File: config.mk
export PLATFORM = sky130hd
export DESIGN_NAME = hazard_ctrl
export DESIGN_NICKNAME = d
export VERILOG_FILES = /design/src/rtl/riscv_pkg.sv /design/src/rtl/rv_scoreboard.sv /design/src/rtl/hazard_ctrl.sv
export SDC_FILE = /design/constraint.sdc
export NUM_CORES = 1
export LEC_CHECK = 0
export ABC_AREA = 1
export CORE_MARGIN = 10
export CORE_UTILIZATION = 55
export CTS_CLUSTER_SIZE = 14
export DETAILED_ROUTE_END_ITERATION = 7
export PLACE_DENSITY = 0.95
export RECOVER_POWER = 25
export SLEW_MARGIN = 20
export SYNTH_ARGS = -nofsm -noshare
export SYNTH_HDL_FRONTEND = slang
export SYNTH_SLANG_ARGS = --single-unit
File: constraint.sdc
create_clock -name clk -period 3.8 [get_ports clk]
set_input_delay 0.95 -clock clk [delete_from_list [all_inputs] [get_ports clk]]
set_output_delay 0.95 -clock clk [all_outputs]
set_load 0.02 [all_outputs]
File: src/rtl/riscv_pkg.sv
// Shared RV64 decode constants, hazard sequencer state type and decode helpers.
// Latency: none (types, constants and pure functions only).
// Backpressure: n/a.
package riscv_pkg;

    localparam logic [6:0] OP_R      = 7'b0110011;
    localparam logic [6:0] OP_RW     = 7'b0111011;
    localparam logic [6:0] OP_LOAD   = 7'b0000011;
    localparam logic [6:0] OP_STORE  = 7'b0100011;
    localparam logic [6:0] OP_BRANCH = 7'b1100011;
    localparam logic [6:0] OP_LUI    = 7'b0110111;
    localparam logic [6:0] OP_AUIPC  = 7'b0010111;
    localparam logic [6:0] OP_JAL    = 7'b1101111;
    localparam logic [6:0] OP_JALR   = 7'b1100111;

    localparam logic [6:0] F7_MULDIV = 7'b0000001;

    typedef enum logic [1:0] {
        RUN   = 2'd0,
        STALL = 2'd1,
        FLUSH = 2'd2
    } hz_state_t;

    // Everything except the U/J formats reads rs1; JALR listed explicitly since it is easy to mistake for JAL.
    function automatic logic uses_rs1(input logic [6:0] op);
        case (op)
            OP_LUI, OP_AUIPC, OP_JAL: uses_rs1 = 1'b0;
            OP_JALR:                  uses_rs1 = 1'b1;
            default:                  uses_rs1 = 1'b1;
        endcase
    endfunction

    function automatic logic uses_rs2(input logic [6:0] op);
        uses_rs2 = (op == OP_R) || (op == OP_RW) || (op == OP_STORE) || (op == OP_BRANCH);
    endfunction

    function automatic logic is_load(input logic [6:0] op);
        is_load = (op == OP_LOAD);
    endfunction

    function automatic logic is_mdu(input logic [6:0] op, input logic [6:0] f7);
        is_mdu = ((op == OP_R) || (op == OP_RW)) && (f7 == F7_MULDIV);
    endfunction

endpackage

File: src/rtl/rv_scoreboard.sv
// Per-register pending-write scoreboard; x0 is hardwired clear.
// Latency: set/clear visible on o_busy the cycle after the request.
// Backpressure: none; a set and a clear of the same register resolve to set.
module rv_scoreboard
    import riscv_pkg::*;
(
    input  logic        clk,
    input  logic        rst,
    input  logic        i_set_vld,
    input  logic [4:0]  i_set_idx,
    input  logic        i_clr_vld,
    input  logic [4:0]  i_clr_idx,
    output logic [31:0] o_busy
);

    logic [31:0] r_busy;
    logic [31:0] w_set;
    logic [31:0] w_clr;

    // Decode set/clear requests into one-hot masks; x0 can never become busy.
    always_comb begin
        w_set = '0;
        w_clr = '0;
        if (i_set_vld) w_set[i_set_idx] = 1'b1;
        if (i_clr_vld) w_clr[i_clr_idx] = 1'b1;
        w_set[0] = 1'b0;
    end

    // Apply clear first, then set, so a same-cycle set on the same register wins.
    always_ff @(posedge clk or posedge rst) begin
        if (rst) r_busy <= '0;
        else     r_busy <= (r_busy & ~w_clr) | w_set;
    end

    assign o_busy = r_busy;

endmodule

File: src/rtl/hazard_ctrl.sv
// Interlock/flush sequencer: RAW and MUL/DIV-occupancy stalls plus multi-cycle flush after EX redirect.
// Latency: stall_if/stall_id are combinational; flush_id rises the cycle after ex_redirect.
// Backpressure: stalls hold IF/ID until the hazard clears; a redirect overrides any stall.
module hazard_ctrl
    import riscv_pkg::*;
#(
    parameter int unsigned FLUSH_CYCLES = 2,
    parameter int unsigned CNT_W        = 32
) (
    input  logic             clk,
    input  logic             rst,
    input  logic             id_valid,
    input  logic [6:0]       id_opcode,
    input  logic [6:0]       id_func7,
    input  logic [4:0]       id_rs1,
    input  logic [4:0]       id_rs2,
    input  logic [4:0]       id_rd,
    input  logic             wb_valid,
    input  logic [4:0]       wb_rd,
    input  logic             mdu_done,
    input  logic             ex_redirect,
    output logic             stall_if,
    output logic             stall_id,
    output logic             flush_id,
    output logic [31:0]      busy_vec,
    output logic [CNT_W-1:0] stall_cnt
);

    localparam logic [3:0] FLUSH_LOAD = 4'(FLUSH_CYCLES - 1);

    hz_state_t        r_state;
    hz_state_t        w_state_nxt;
    logic [3:0]       r_flush_cnt;
    logic             r_mdu_busy;
    logic [CNT_W-1:0] r_stall_cnt;

    logic [31:0] w_busy;
    logic        w_in_flush;
    logic        w_raw1;
    logic        w_raw2;
    logic        w_mdu_conf;
    logic        w_hazard;
    logic        w_stall;
    logic        w_issue;
    logic        w_id_mdu;
    logic        w_sb_set;

    assign w_in_flush = (r_state == FLUSH);
    assign w_id_mdu   = is_mdu(id_opcode, id_func7);

    // A WB write to the same register this cycle satisfies the read (RF writes on negedge).
    assign w_raw1 = uses_rs1(id_opcode) && (id_rs1 != 5'd0) && w_busy[id_rs1]
                    && !(wb_valid && (wb_rd == id_rs1));
    assign w_raw2 = uses_rs2(id_opcode) && (id_rs2 != 5'd0) && w_busy[id_rs2]
                    && !(wb_valid && (wb_rd == id_rs2));
    assign w_mdu_conf = w_id_mdu && r_mdu_busy && !mdu_done;

    assign w_hazard = id_valid && !w_in_flush && (w_raw1 || w_raw2 || w_mdu_conf);
    assign w_stall  = w_hazard && !ex_redirect;
    assign w_issue  = id_valid && !w_stall && !ex_redirect && !w_in_flush;
    assign w_sb_set = w_issue && (is_load(id_opcode) || w_id_mdu) && (id_rd != 5'd0);

    rv_scoreboard u_sb (
        .clk       (clk),
        .rst       (rst),
        .i_set_vld (w_sb_set),
        .i_set_idx (id_rd),
        .i_clr_vld (wb_valid),
        .i_clr_idx (wb_rd),
        .o_busy    (w_busy)
    );

    // State register.
    always_ff @(posedge clk or posedge rst) begin
        if (rst) r_state <= RUN;
        else     r_state <= w_state_nxt;
    end

    // Next state: a redirect always wins, from any state, and restarts the flush.
    always_comb begin
        w_state_nxt = r_state;
        case (r_state)
            RUN: begin
                if (ex_redirect)   w_state_nxt = FLUSH;
                else if (w_hazard) w_state_nxt = STALL;
            end
            STALL: begin
                if (ex_redirect)    w_state_nxt = FLUSH;
                else if (!w_hazard) w_state_nxt = RUN;
            end
            FLUSH: begin
                if (ex_redirect)              w_state_nxt = FLUSH;
                else if (r_flush_cnt == 4'd0) w_state_nxt = RUN;
            end
            default: w_state_nxt = RUN;
        endcase
    end

    // Outputs: flush comes straight from the registered state; stalls are zero-latency.
    always_comb begin
        flush_id = 1'b0;
        stall_if = w_stall;
        stall_id = w_stall;
        if (r_state == FLUSH) flush_id = 1'b1;
    end

    // Flush length counter: reloaded on every redirect so overlapping redirects extend the flush.
    always_ff @(posedge clk or posedge rst) begin
        if (rst)                               r_flush_cnt <= 4'd0;
        else if (ex_redirect)                  r_flush_cnt <= FLUSH_LOAD;
        else if (w_in_flush && r_flush_cnt != 4'd0) r_flush_cnt <= r_flush_cnt - 4'd1;
    end

    // Single outstanding MUL/DIV: a new issue on the done cycle keeps the unit marked busy.
    always_ff @(posedge clk or posedge rst) begin
        if (rst)                       r_mdu_busy <= 1'b0;
        else if (w_issue && w_id_mdu)  r_mdu_busy <= 1'b1;
        else if (mdu_done)             r_mdu_busy <= 1'b0;
    end

    // Saturating count of cycles spent stalled.
    always_ff @(posedge clk or posedge rst) begin
        if (rst)                                        r_stall_cnt <= '0;
        else if (w_stall && (r_stall_cnt != {CNT_W{1'b1}})) r_stall_cnt <= r_stall_cnt + CNT_W'(1);
    end

    assign busy_vec  = w_busy;
    assign stall_cnt = r_stall_cnt;

endmodule

### After elaboration in Yosys (flattened, before gate mapping)

Cells that the tools add are included.

| operators by class | value |
|---|---|
| bitwise gates (word level) | 3 |
| add/subtract/negate cells | 2 |
| mux-type cells | 23 |
| equal/unequal tests | 17 |
| reduce and logical (&&, ||, !) cells | 46 |
| $lt $le $gt $ge | 6 |

Operators with widths:

| operator | count |
|---|---|
| 2-to-1 mux 32 bit | 2 |
| adder 32 x 1 -> 32 bit (second input constant) | 1 |
| AND 32 bit | 1 |
| inequality test 32 bit (second input constant) | 1 |
| NOT 32 bit | 1 |
| OR 32 bit | 1 |
| == test 7 x 6 -> 1 bit (second input constant) | 4 |
| logical AND 1 bit | 24 |
| less-than comparator 5 x 6 -> 1 bit (second input constant) | 4 |
| nonzero test 5 bit | 3 |
| == test 7 bit (second input constant) | 2 |
| 2-to-1 mux 2 bit | 6 |
| binary-select mux 1 bit (select 5 bit) | 2 |
| demux 1 bit (select 5 bit) | 2 |
| == test 5 bit | 2 |
| greater-or-equal comparator 5 x 1 -> 1 bit (second input constant) | 2 |
| 2-to-1 mux 1 bit | 8 |
| 2-to-1 mux 4 bit | 2 |
| == test 7 x 1 -> 1 bit (second input constant) | 1 |
| == test 7 x 2 -> 1 bit (second input constant) | 1 |
| == test 7 x 5 -> 1 bit (second input constant) | 1 |
| zero test 1 bit | 6 |
| logical OR 1 bit | 6 |
| inequality test 3 bit (second input constant) | 2 |
| other kinds (11) | 12 |

| word-level totals | value |
|---|---|
| logic and storage cells | 102 |
| input bits | 40 |
| output and inout port bits | 67 |
| flip-flop bits (word level) | 71 |

### Logic depth before layout (Yosys ltp)

| depth | value |
|---|---|
| depth after elaboration | 19 |
| mapped depth | 17 |
| gate-level depth less buffers | 14 |

### Modules after synthesis

A second synthesis with hierarchy kept.

| unflattened totals | value |
|---|---|
| cell total of the unflattened synthesis | 743 |
| area, all modules | 5013.6 µm² |

Modules (own cells, without submodules):

| module | cells an instance | area each (µm²) | seq. area each (µm²) | instances |
|---|---|---|---|---|
| hazard_ctrl | 544 | 3518.4 | 975.9 | 1 |
| rv_scoreboard | 199 | 1495.2 | 800.8 | 1 |

### Least setup slack after synthesis

OpenSTA, ideal clock, no wires.

| timing | value |
|---|---|
| path type | input -> output |
| start | in id_rs1[0] |
| end | out stall_if |
| required time | 2850 ps |
| stages | 15 |
| data arrival time | 2332 ps |
| buffers on the path | 4 |
| setup slack | 518 ps |
| path through | buf_4 > inv_4 > buf_6 > nand2_1 > nand3_1 > nand3_1 > nand3_1 > nand2_1 > nand2_1 > nand3_2 > nand3_4 > nand2_2 > clkinv_4 > buf_4 > buf_4 |

| on the way | value |
|---|---|
| cells in the longest elaborated chain, start to end | 8 |
| elaborated cells on any way between the ends | 13 |
| those cells by class | eq/ne (1); mux (2); reduce/logical (10) |

Ends and longest elaborated chain:

| element | line | text |
|---|---|---|
| start, declared | hazard_ctrl.sv:15 | `input logic [4:0] id_rs1,` |
| binary-select mux 1 bit (select 5 bit), or another cell as far along | hazard_ctrl.sv:52 | `assign w_raw1 = uses_rs1(id_opcode) && (id_rs1 != 5'd0) && w_busy[id_rs1]` |
| 2-to-1 mux 1 bit (not written as such), or another cell as far along | hazard_ctrl.sv:52 |  |
| logical AND 1 bit or zero test 1 bit (tied branches) | hazard_ctrl.sv:52, hazard_ctrl.sv:53 |  |
| logical AND 1 bit (*) | hazard_ctrl.sv:53 | `&& !(wb_valid && (wb_rd == id_rs1));` |
| logical OR 1 bit (*) (2 in a row) | hazard_ctrl.sv:58 | `assign w_hazard = id_valid && !w_in_flush && (w_raw1 \|\| w_raw2 \|\| w_mdu_conf);` |
| logical AND 1 bit (*) | hazard_ctrl.sv:58 |  |
| logical AND 1 bit (*) | hazard_ctrl.sv:59 | `assign w_stall = w_hazard && !ex_redirect;` |
| end, declared | hazard_ctrl.sv:22 | `output logic stall_if,` |

Mark *: on every way between the ends. The rest lies on a longest branch, timed or not. The select of a mux whose other input is x is not followed.

### Worst setup path in the final report

| timing | value |
|---|---|
| start | in id_rs2[2] |
| end | out stall_id |

| on the way | value |
|---|---|
| cells in the longest elaborated chain, start to end | 8 |
| elaborated cells on any way between the ends | 13 |
| those cells by class | eq/ne (1); mux (2); reduce/logical (10) |

Ends and longest elaborated chain:

| element | line | text |
|---|---|---|
| start, declared | hazard_ctrl.sv:16 | `input logic [4:0] id_rs2,` |
| binary-select mux 1 bit (select 5 bit), or another cell as far along | hazard_ctrl.sv:54 | `assign w_raw2 = uses_rs2(id_opcode) && (id_rs2 != 5'd0) && w_busy[id_rs2]` |
| 2-to-1 mux 1 bit (not written as such), or another cell as far along | hazard_ctrl.sv:54 |  |
| logical AND 1 bit or zero test 1 bit (tied branches) | hazard_ctrl.sv:54, hazard_ctrl.sv:55 |  |
| logical AND 1 bit (*) | hazard_ctrl.sv:55 | `&& !(wb_valid && (wb_rd == id_rs2));` |
| logical OR 1 bit (*) (2 in a row) | hazard_ctrl.sv:58 |  |
| logical AND 1 bit (*) | hazard_ctrl.sv:58 |  |
| logical AND 1 bit (*) | hazard_ctrl.sv:59 |  |
| end, declared | hazard_ctrl.sv:23 | `output logic stall_id,` |

Marked as above.

==> metrics <==
initial core utilization=0.567; first-pass GRT wire length=27,500 um; Mapped Nets=approximately 750; CTS sink cnt=71; Final Max Slew Viols=0; #FFs+latches synth=71; Chip Width=around 120 um; WL met2=8070 um; Worst Reg2Reg Path Length in Cells=13; largest net degree at the start of global routing=38; outcome=finished clean; worst path required time=about 2.9 ns; Critical Path Source=id_rs2[2]; antenna fix cells=0; clock root cell=clkbuf_8; sequential power share=0.390; synth top area cells=dfrtp_1 36%, nand2_1 18%, nand3_1 11%; uppermost layer routed=met4; most numerous cell in the Yosys netlist=nand2_1; Unique masters post-synth=31; RSZ-0062 raised after global routing=no; PD cells=around 330 nW/um^2; Pleak=about 3.0 nW; Final GP Congestion=0.941; H-tree depth=3; synth warn=0; Final Hold Viols=0; # hold bufs at CTS=0; fin util=0.740; # IOs=107; post-DP HPWL=12,700 um; Setup crit end kind=output pin; R2R Path Start=stall_cnt[1]$_DFFE_PP0P_; wl on met1=6670 um; Post-synth EDFFs=0; Clk Latency, worst-skew pair=0.36 ns; Setup Viol. Count Final=0; total negative slack=0 ns; Synth Cell Area=~5000 sq um; area leader, netlist=dfrtp_1; area share of the largest cell type after synthesis=0.358; met3 routed WL=1640 um; worst r2r dst=stall_cnt[16]$_DFFE_PP0P_; Tmin final=3.62 ns; 1st-iter DRT viols=736; Comb power frac=0.253; Fill cells=~680; post-CTS setup buffers=0; vias in the first global route=5,500; Async SR Flop Fraction=1.00; Cell Int Power=0.00148 W; layout cells sized above 1=0.102; initial antenna violation count=0; DR pass1 iterations=6; max cap viols=0; row count=34; # DRC=0; GRT Util Overall=0.253; max frequency=277 MHz; maximum clock path buffer count=2; synthesized area per cell=7.05 sq um; TritonCTS clock tree=built; P_sw=0.000679 W; period utilization=0.952; WS Path Type=in2out; Startpoint Class=primary input; nets=876; Crit path arrival time=roughly 2.7 ns; via count=5,483; Post-synth top flop=dfrtp_1; number of port buffers=106; CP Capture Point=stall_id; Commonest cells post-synth=238 x nand2_1, 105 x nand3_1, 71 x dfrtp_1, 52 x inv_1, 46 x o21ai_0; Via density=5.82; Max FO, Critical Path=3; ANT nets after route=0; die area=13,200 sq um; Die Ht=115 um; cell count after synthesis=705; Hold/Removal Path Class=reg2reg; total chip power=0.00216 W; Syn-to-layout area delta=30.4%; switching share of power=0.314; wire length per cell=17.8 um; FF-to-FF setup slack=1.33 ns; Num CTS Buffers=9; Worst-path clk slew=0.08 ns; drt total wl=16,800 um; clock share of power=0.357; Least-Margin Pin Slew=1.32 ns; Slew headroom=0.119; Seq/Total Area, Yosys=0.358; gr ovfl total=0; core area=around 8800 sq um; Max VDD drop=0.347 mV; clk_skew=0.0105 ns
[power by group through the flow]
stage                     Sequential [W]  Clock, W  Combinational (W)
after floorplan                 0.000872         0           0.000318
after global placement          0.000852         0           0.000513
after detailed placement        0.000857         0           0.000541
after CTS                       0.000842  0.000772           0.000545
after global routing            0.000850  0.000806           0.000604
final                           0.000842  0.000772           0.000547
[logic make-up (layout without fill, tap and decap cells)]
family	count (synthesis)	in the layout	synth area share
and+or+nand+nor	444	444	0.403
DFF	71	71	0.358
xor gates and xnor gates	35	35	0.0617
adders and majority gates	7	7	0.0176
AOI/OAI and AO/OA	68	68	0.0811
buffers and inverters	80	209	0.0786
[registers in the layout, summed over array words and instances (netlist names)]
| signal | flops |
|---|---|
| r_flush_cnt | 4 |
| r_mdu_busy | 1 |
| u_sb.o_busy | 32 |
| stall_cnt | 32 |
| r_state | 2 |
[cell usage in the layout (no fill, tap or decap), types with 7 or more instances in the layout]
cell             netlist  routed
buf_4                  7      26
clkbuf_8               0      11
clkdlybuf4s50_1        0      98
dfrtp_1               71      71
ha_1                   7       7
inv_1                 52      51
nand2_1              238     238
nand3_1              105     105
nand4_1                9       9
nor2_1                37      37
nor3_1                30      30
nor4_1                 7       7
o21ai_0               46      46
o21ai_2               14      14
xnor2_1               12      12
xor2_1                23      23
[stage by stage]
stage          hold slack (ns)  area [sq um]  setup WS [ns]  std cells
2_1_floorplan            0.491          4970          0.518        705
3_3_place_gp             0.497          6230         -0.256        926
3_5_place_dp             0.509          6230         -0.275        926
4_1_cts                  0.533          6480        0.00136        942
5_1_grt                  0.562          6480         0.0784        942
6_report                 0.541          6480          0.183        942
[metal layers]
layer / track usage / vias to the layer above
li1: - / 2563
met1: 0.308 / 2528
met2: 0.437 / 341
met3: 0.0505 / 51
met4: 0.0800 / 0
met5: 0 / -
[how the worst min path moves through the flow]
stage	cells past startpoint	slack (ns)	start	endpoint
6_report	2	0.54	stall_cnt[30]$_DFFE_PP0P_	stall_cnt[30]$_DFFE_PP0P_
3_3_place_gp	2	0.50	stall_cnt[30]$_DFFE_PP0P_	stall_cnt[30]$_DFFE_PP0P_
5_1_grt	2	0.56	stall_cnt[30]$_DFFE_PP0P_	stall_cnt[30]$_DFFE_PP0P_
4_1_cts	2	0.53	stall_cnt[30]$_DFFE_PP0P_	stall_cnt[30]$_DFFE_PP0P_
2_1_floorplan	2	0.49	r_state[1]$_DFFE_PP0P_	r_state[1]$_DFFE_PP0P_
3_5_place_dp	2	0.51	stall_cnt[30]$_DFFE_PP0P_	stall_cnt[30]$_DFFE_PP0P_
[cell type report]
type	count	area (sq um)	share of cell area
sequential	71	1780	0.274
clock inverter	5	104	0.0160
clock buffer	11	151	0.0234
inverter	58	228	0.0351
timing repair buffer	135	1280	0.198
tap	108	135	0.0208
multi-input combinational	554	2800	0.432
[repair_timing]
item,in CTS,in global routing
cloned,0,0
setup endpoints to repair,2,2
resized for setup,4,7
[worst max-delay path: stages]
cell and delay [ns]:
clkdlybuf4s50_1 0.57, inv_1 0.08, o21ai_0 0.16, nor2_1 0.08, nand3_1 0.09, nand2_1 0.05, nor2_1 0.18, nand3_2 0.12
nand3_4 0.08, nand2_2 0.07, clkinv_4 0.07, clkbuf_2 0.16
Power figures use the tool's default switching activity.
